<file path="config.mk">
export PLATFORM = sky130hd
export DESIGN_NAME = serial_sub
export DESIGN_NICKNAME = d
export VERILOG_FILES = /design/src/rtl/serial_arith_pkg.sv /design/src/rtl/sub_one_bit.sv /design/src/rtl/serial_sub.sv
export SDC_FILE = /design/constraint.sdc
export NUM_CORES = 1
export LEC_CHECK = 0
export CAP_MARGIN = 25
export CORE_UTILIZATION = 40
export CTS_BUF_LIST = sky130_fd_sc_hd__clkbuf_8
export DETAILED_ROUTE_END_ITERATION = 16
export HOLD_SLACK_MARGIN = 0.12
export SKIP_CTS_REPAIR_TIMING = 1
export SLEW_MARGIN = 20
export SYNTH_ARGS = -nofsm -noshare
export SYNTH_HDL_FRONTEND = slang
export SYNTH_SLANG_ARGS = --single-unit
</file>
<file path="constraint.sdc">
create_clock -name clk -period 1.8 [get_ports clk]
set_clock_uncertainty 0.2 [all_clocks]
set_input_delay 0.36 -clock clk [delete_from_list [all_inputs] [get_ports clk]]
set_output_delay 0.36 -clock clk [all_outputs]
set_load 0.05 [all_outputs]
</file>
<file path="src/rtl/serial_arith_pkg.sv">
// Shared definitions for the bit-serial arithmetic blocks (subtractor, adder, comparator).
package serial_arith_pkg;

    typedef enum logic [1:0] {IDLE, RUN, DONE} ser_state_t;

endpackage

</file>
<file path="src/rtl/sub_one_bit.sv">
// One-bit full subtractor cell: diff = a - b - bin, with borrow out.
module sub_one_bit (
    input  logic a,
    input  logic b,
    input  logic bin,
    output logic diff,
    output logic bout
);

    assign diff = a ^ b ^ bin;
    assign bout = (~a & b) | (~a & bin) | (b & bin);

endmodule

</file>
<file path="src/rtl/serial_sub.sv">
// Bit-serial two's-complement subtractor: a - b, one bit per clock, LSB first,
// valid/ready handshake on input and output.
module serial_sub
    import serial_arith_pkg::*;
#(
    parameter int unsigned WIDTH = 8
) (
    input  logic             clk,
    input  logic             reset,
    input  logic             in_valid,
    output logic             in_ready,
    input  logic [WIDTH-1:0] a,
    input  logic [WIDTH-1:0] b,
    output logic             out_valid,
    input  logic             out_ready,
    output logic [WIDTH-1:0] diff,
    output logic             bout,
    output logic             ovf
);

    localparam int unsigned CW = (WIDTH > 1) ? $clog2(WIDTH) : 1;
    localparam logic [CW-1:0] LAST = CW'(WIDTH - 1);

    ser_state_t       state_q, state_d;
    logic [WIDTH-1:0] a_sh_q, b_sh_q, diff_sh_q, diff_q;
    logic [WIDTH-1:0] diff_sh_next;
    logic [CW-1:0]    count_q;
    logic             borrow_q, bout_q, ovf_q, a_msb_q, b_msb_q;
    logic             cell_diff, cell_bout;

    sub_one_bit u_cell (
        .a    (a_sh_q[0]),
        .b    (b_sh_q[0]),
        .bin  (borrow_q),
        .diff (cell_diff),
        .bout (cell_bout)
    );

    assign diff_sh_next = {cell_diff, diff_sh_q[WIDTH-1:1]};

    assign diff = diff_q;
    assign bout = bout_q;
    assign ovf  = ovf_q;

    always_comb begin
        state_d   = state_q;
        in_ready  = 1'b0;
        out_valid = 1'b0;
        case (state_q)
            IDLE: begin
                in_ready = ~reset;
                if (in_valid) state_d = RUN;
            end
            RUN: begin
                if (count_q == LAST) state_d = DONE;
            end
            DONE: begin
                out_valid = 1'b1;
                if (out_ready) state_d = IDLE;
            end
            default: state_d = IDLE;
        endcase
    end

    always_ff @(posedge clk) begin
        if (reset) begin
            state_q   <= IDLE;
            a_sh_q    <= '0;
            b_sh_q    <= '0;
            diff_sh_q <= '0;
            diff_q    <= '0;
            count_q   <= '0;
            borrow_q  <= 1'b0;
            bout_q    <= 1'b0;
            ovf_q     <= 1'b0;
            a_msb_q   <= 1'b0;
            b_msb_q   <= 1'b0;
        end else begin
            state_q <= state_d;
            case (state_q)
                IDLE: begin
                    if (in_valid) begin
                        a_sh_q   <= a;
                        b_sh_q   <= b;
                        a_msb_q  <= a[WIDTH-1];
                        b_msb_q  <= b[WIDTH-1];
                        borrow_q <= 1'b0;
                        count_q  <= '0;
                    end
                end
                RUN: begin
                    a_sh_q    <= {1'b0, a_sh_q[WIDTH-1:1]};
                    b_sh_q    <= {1'b0, b_sh_q[WIDTH-1:1]};
                    diff_sh_q <= diff_sh_next;
                    borrow_q  <= cell_bout;
                    count_q   <= count_q + CW'(1);
                    // Result registers load on the final bit so they hold through IDLE.
                    if (count_q == LAST) begin
                        diff_q <= diff_sh_next;
                        bout_q <= cell_bout;
                        ovf_q  <= (a_msb_q != b_msb_q) && (cell_diff != a_msb_q);
                    end
                end
                default: ;
            endcase
        end
    end

endmodule
</file>
Word-level counts from Yosys, hierarchy flattened:

Index checks and enable logic that the tools add are counted.

* multiplexer cells: 14
* equality and inequality tests: 8
* add/sub/neg operators: 1
* reduce and logical (&&, ||, !) cells: 7
* bitwise gates (word level): 9

Operators by type and width (number)
* $pmux W8 S2: 2
* $mux W8: 2
* $mux W2: 3
* $ne A2 B2 Y1 const B: 3
* $pmux W2 S3: 1
* $pmux W3 S2: 1
* $reduce_and A2 Y1: 3
* $add A3 B1 Y3 const B: 1
* $and A1 B1 Y1: 3
* $eq A3 B3 Y1 const B: 1
* $mux W1: 3
* $mux W3: 1
* $reduce_and A3 Y1: 1
* $eq A2 B1 Y1 const B: 1
* $eq A2 B2 Y1 const B: 1
* $logic_not A2 Y1: 1
* $ne A1 B1 Y1: 2
* $not A1 Y1: 2
* $or A1 B1 Y1: 2
* $pmux W1 S2: 1
* $reduce_bool A2 Y1: 1
* $xor A1 B1 Y1: 2
* $logic_and A1 B1 Y1: 1

* bits in registers: 42
* bits of input ports: 20
* logic and storage cells: 50

Longest topological paths before layout:

* depth in word-level cells: 5
* gate-level depth with buffers: 6
* depth with buffers taken out: 5

Hierarchy:

From an unflattened synthesis, not the netlist that was laid out.

* cell total of the unflattened synthesis: 186
* area, all modules: 1780.5 um2

By module, submodules not included
* serial_sub: instances 1, seq. area each 820.8 um2, area an instance 1752.9 um2, cells each 183
* sub_one_bit: instances 1, seq. area each 0.0 um2, area an instance 27.5 um2, cells each 3

Least setup slack after synthesis:

Ideal clock, no wire load.

* kind: in2out
* start: in reset
* end: out in_ready
* arrival: 1.777 ns
* path slack: -0.537 ns
* path buffers: 2
* stages on the path: 3
* data required time: 1.240 ns
* path through: clkbuf_1 clkbuf_1 nor3_1

* cells in the longest elaborated chain, start to end: 2

RTL lines
* start, declared: RTL line serial_sub.sv:9 `input logic reset,`
* $not A1 Y1: RTL line serial_sub.sv:51 `in_ready = ~reset;`
* $mux W1: RTL line serial_sub.sv:49 `case (state_q)`
* end, declared: RTL line serial_sub.sv:11 `output logic in_ready,`

No other way between the ends.

Worst setup path after layout:

* start: reg state_q[0]
* end: out in_ready

* cells in the longest elaborated chain, start to end: 2

RTL lines
* start, declared: RTL line serial_sub.sv:24 `ser_state_t state_q, state_d;`
* start signal, assigned: RTL line serial_sub.sv:79 `state_q <= state_d;`
* $logic_not A2 Y1: RTL line serial_sub.sv:49
* $mux W1: RTL line serial_sub.sv:49

No other way between the ends.

==> out/qor.yml <==
power_and_ir_drop:
  max-vdd-ir-drop_mv: 0.522
  leakagePower_uw: 0.000874
  power.density_nw_per_um2: 806
route:
  ant_nets: 0
  vias_per_cell: 5.02
  drc: 0
  num_vias: 1334
  wl_microns: 3410
  first_pass_iters: 4
  wl_per_cell_microns: 12.8
  drtIter0Drc: 55
finish:
  drive_above_1_share: 0.204
  final_cell_mix: "dfxtp_1 (39), nand2_1 (28), nor2_1 (26)"
  final_util: 0.570
  layout_commonest_cell: "dfxtp_1"
  multi_input_area_sq_um: 813
  antennaDiodeCount: 0
  nets: 238
  seqCellArea_sq_um: 826
  fillers: 353
  syn_to_final_growth_pct: 34.8
worst_setup_path:
  critPathArrivalTime_ps: 1180
  r2r-end: "ovf"
  rrSetupSlack_ps: 150
  required_ps: 1240
  startpoint_type: "flop"
  timing.rr.start: "a_sh_q[0]"
  critical_path_class: "reg -> out"
  reg2regPathDepth: 5
  end_kind: "output pin"
  worstPathMaxFanout: 9
die:
  die-area_sq_um: 4550
  row_count: 23
  initial_core_util: 0.423
  fp.dieW_microns: 67.5
  die_y_microns: 67.5
  io_pins: 32
  core_area_sq_um: 4060
clock_network:
  cts-htree-levels: 2
  cts_root_buf: "clkbuf_8"
  clkTransAtPathRegs_ps: 70
  numClockSinks: 41
  cts_buffer_depth: 2
  clock_latency_ps: 280
  cts_tree: "built"
  numCtsBuffers: 5
hold_path:
  worstHoldStart: "diff_sh_q[1]"
  min_to: "diff_sh_q[1]"
  hold_path.class: "reg -> reg"
  hold_depth: 2
synth:
  synthCells: 181
  synth_top_family_by_area: "compound AO/OA/AOI/OAI gates"
  yosysWarnings: 0
  ys_types: 26
  synthAdderAreaFrac: 0.0263
  synthMuxAreaShare: 0.0992
  ys_ff_latch: 41
  synth_simple_gate_area_frac: 0.162
  synth_nets: 204
  synthXorXnorAreaFrac: 0
  synth_compound_area_frac: 0.178
  seq_area_frac_synth: 0.478
  netlist_area_sq_um: 1720
  syn_area_per_cell_sq_um: 9.48
sta:
  hold_viol: 0
  fin_crit_sh: 0.964
  setup_viol_count_final: 0
  slew_headroom: 0.803
  tightest_slew_ps: 295
  rsz0062_at_grt: "false"
  max_freq_mhz: 576
  tns_ps: 0
  layout_min_cycle_time_ps: 1740
  drv_slew: 0
global_route:
  grt_use_total: 0.173
  antenna_found_initial: 0
  grt_first_pass_wirelength_microns: 5840
  grt_pass1_vias: 1364
  grt-ovfl-total: 0
  grt_max_degree: 30
placement:
  port_buffers: 31
  gp_congestion: 0.741
  dp_hpwl_microns: 2500
run:
  cap_violations: 0
status:
  status: "completed"
-- cell usage after synthesis --
cell | n | area share
dfxtp_1 | 41 | 0.48
nand2_1 | 28 | 0.061
nor2_1 | 26 | 0.057
mux2i_1 | 17 | 0.099
a21oi_1 | 16 | 0.047
a211oi_1 | 11 | 0.048
a211oi_2 | 7 | 0.051
a22oi_1 | 5 | 0.022
clkbuf_1 | 4 | 0.0088
buf_4 | 3 | 0.013
buf_2 | 2 | 0.0058
buf_6 | 2 | 0.013
ha_1 | 2 | 0.015
inv_1 | 2 | 0.0044
nand2b_1 | 2 | 0.0073
nor2b_1 | 2 | 0.0073
nor3_1 | 2 | 0.0058
and3b_1 | 1 | 0.0051
buf_1 | 1 | 0.0022
buf_8 | 1 | 0.0088
fa_1 | 1 | 0.012
nand3b_1 | 1 | 0.0044
nand3b_2 | 1 | 0.0066
nor3b_2 | 1 | 0.0073
o21ba_2 | 1 | 0.0058
o21bai_1 | 1 | 0.0044
-- through the flow --
step	hold WS, ps	instances	total power, uW	area, sq um	setup slack, ps
after detailed placement	249	258	1250	2200	-44.8
after global placement	245	258	1240	2200	51.3
final	259	266	1860	2310	63.9
after floorplan	232	181	1150	1730	47.3
after CTS	260	266	1890	2300	-96.7
after global routing	281	266	1960	2310	2.86
-- worst max-delay path: stages, from the launching register on --
cell     delay [ps]
dfxtp_4         380
buf_4           160
nor3_4          190
buf_12          160
-- per-layer routing --
| metal | vias to the layer above | track usage | routed length [microns] |
|---|---|---|---|
| met5 | - | 0 | 0 |
| met4 | 0 | 0.0718 | 31 |
| met1 | 618 | 0.195 | 1560 |
| met3 | 2 | 0.0473 | 137 |
| li1 | 690 | - | - |
| met2 | 24 | 0.302 | 1680 |
-- where the power goes --
group          switching [uW]  internal (uW)
logic                     119            134
clock network             287            346
registers                28.9            949
-- how the worst max path moves through the flow --
stage	startpoint	to	slack (ps)	depth (start not counted)
6_report	state_q[0]	in_ready	60	3
3_5_place_dp	in_valid	a_sh_q[0]	-40	5
3_3_place_gp	in_valid	b_msb_q	50	4
5_1_grt	state_q[0]	in_ready	3	3
4_1_cts	state_q[1]	out_valid	-100	2
2_1_floorplan	state_q[1]	out_valid	50	2
-- registers in the layout, summed over array words and instances, names as in the netlist, 2 cells and up --
signal and cells:
count_q 3, b_sh_q 8, diff 8, diff_sh_q 7, state_q 2, a_sh_q 8
-- cell type report --
| type | instances | share of cell area |
|---|---|---|
| clock inverters | 1 | 0.00216 |
| well taps | 50 | 0.0271 |
| multi-input cells | 125 | 0.352 |
| repair buffers | 40 | 0.217 |
| flip-flops and latches | 41 | 0.357 |
| clock buffers | 7 | 0.0417 |
| inverters | 2 | 0.00325 |
-- logic make-up (layout without fill, tap and decap cells) --
| group | Yosys count | count (layout) |
|---|---|---|
| multiplexers | 17 | 17 |
| buffers and inverters | 15 | 50 |
| AO/OA/AOI/OAI | 41 | 41 |
| adder cells (fa/ha/maj) | 3 | 3 |
| AND/OR/NAND/NOR | 64 | 64 |
| flip-flops | 41 | 41 |
Note: power is estimated with default switching activity, not from simulation.
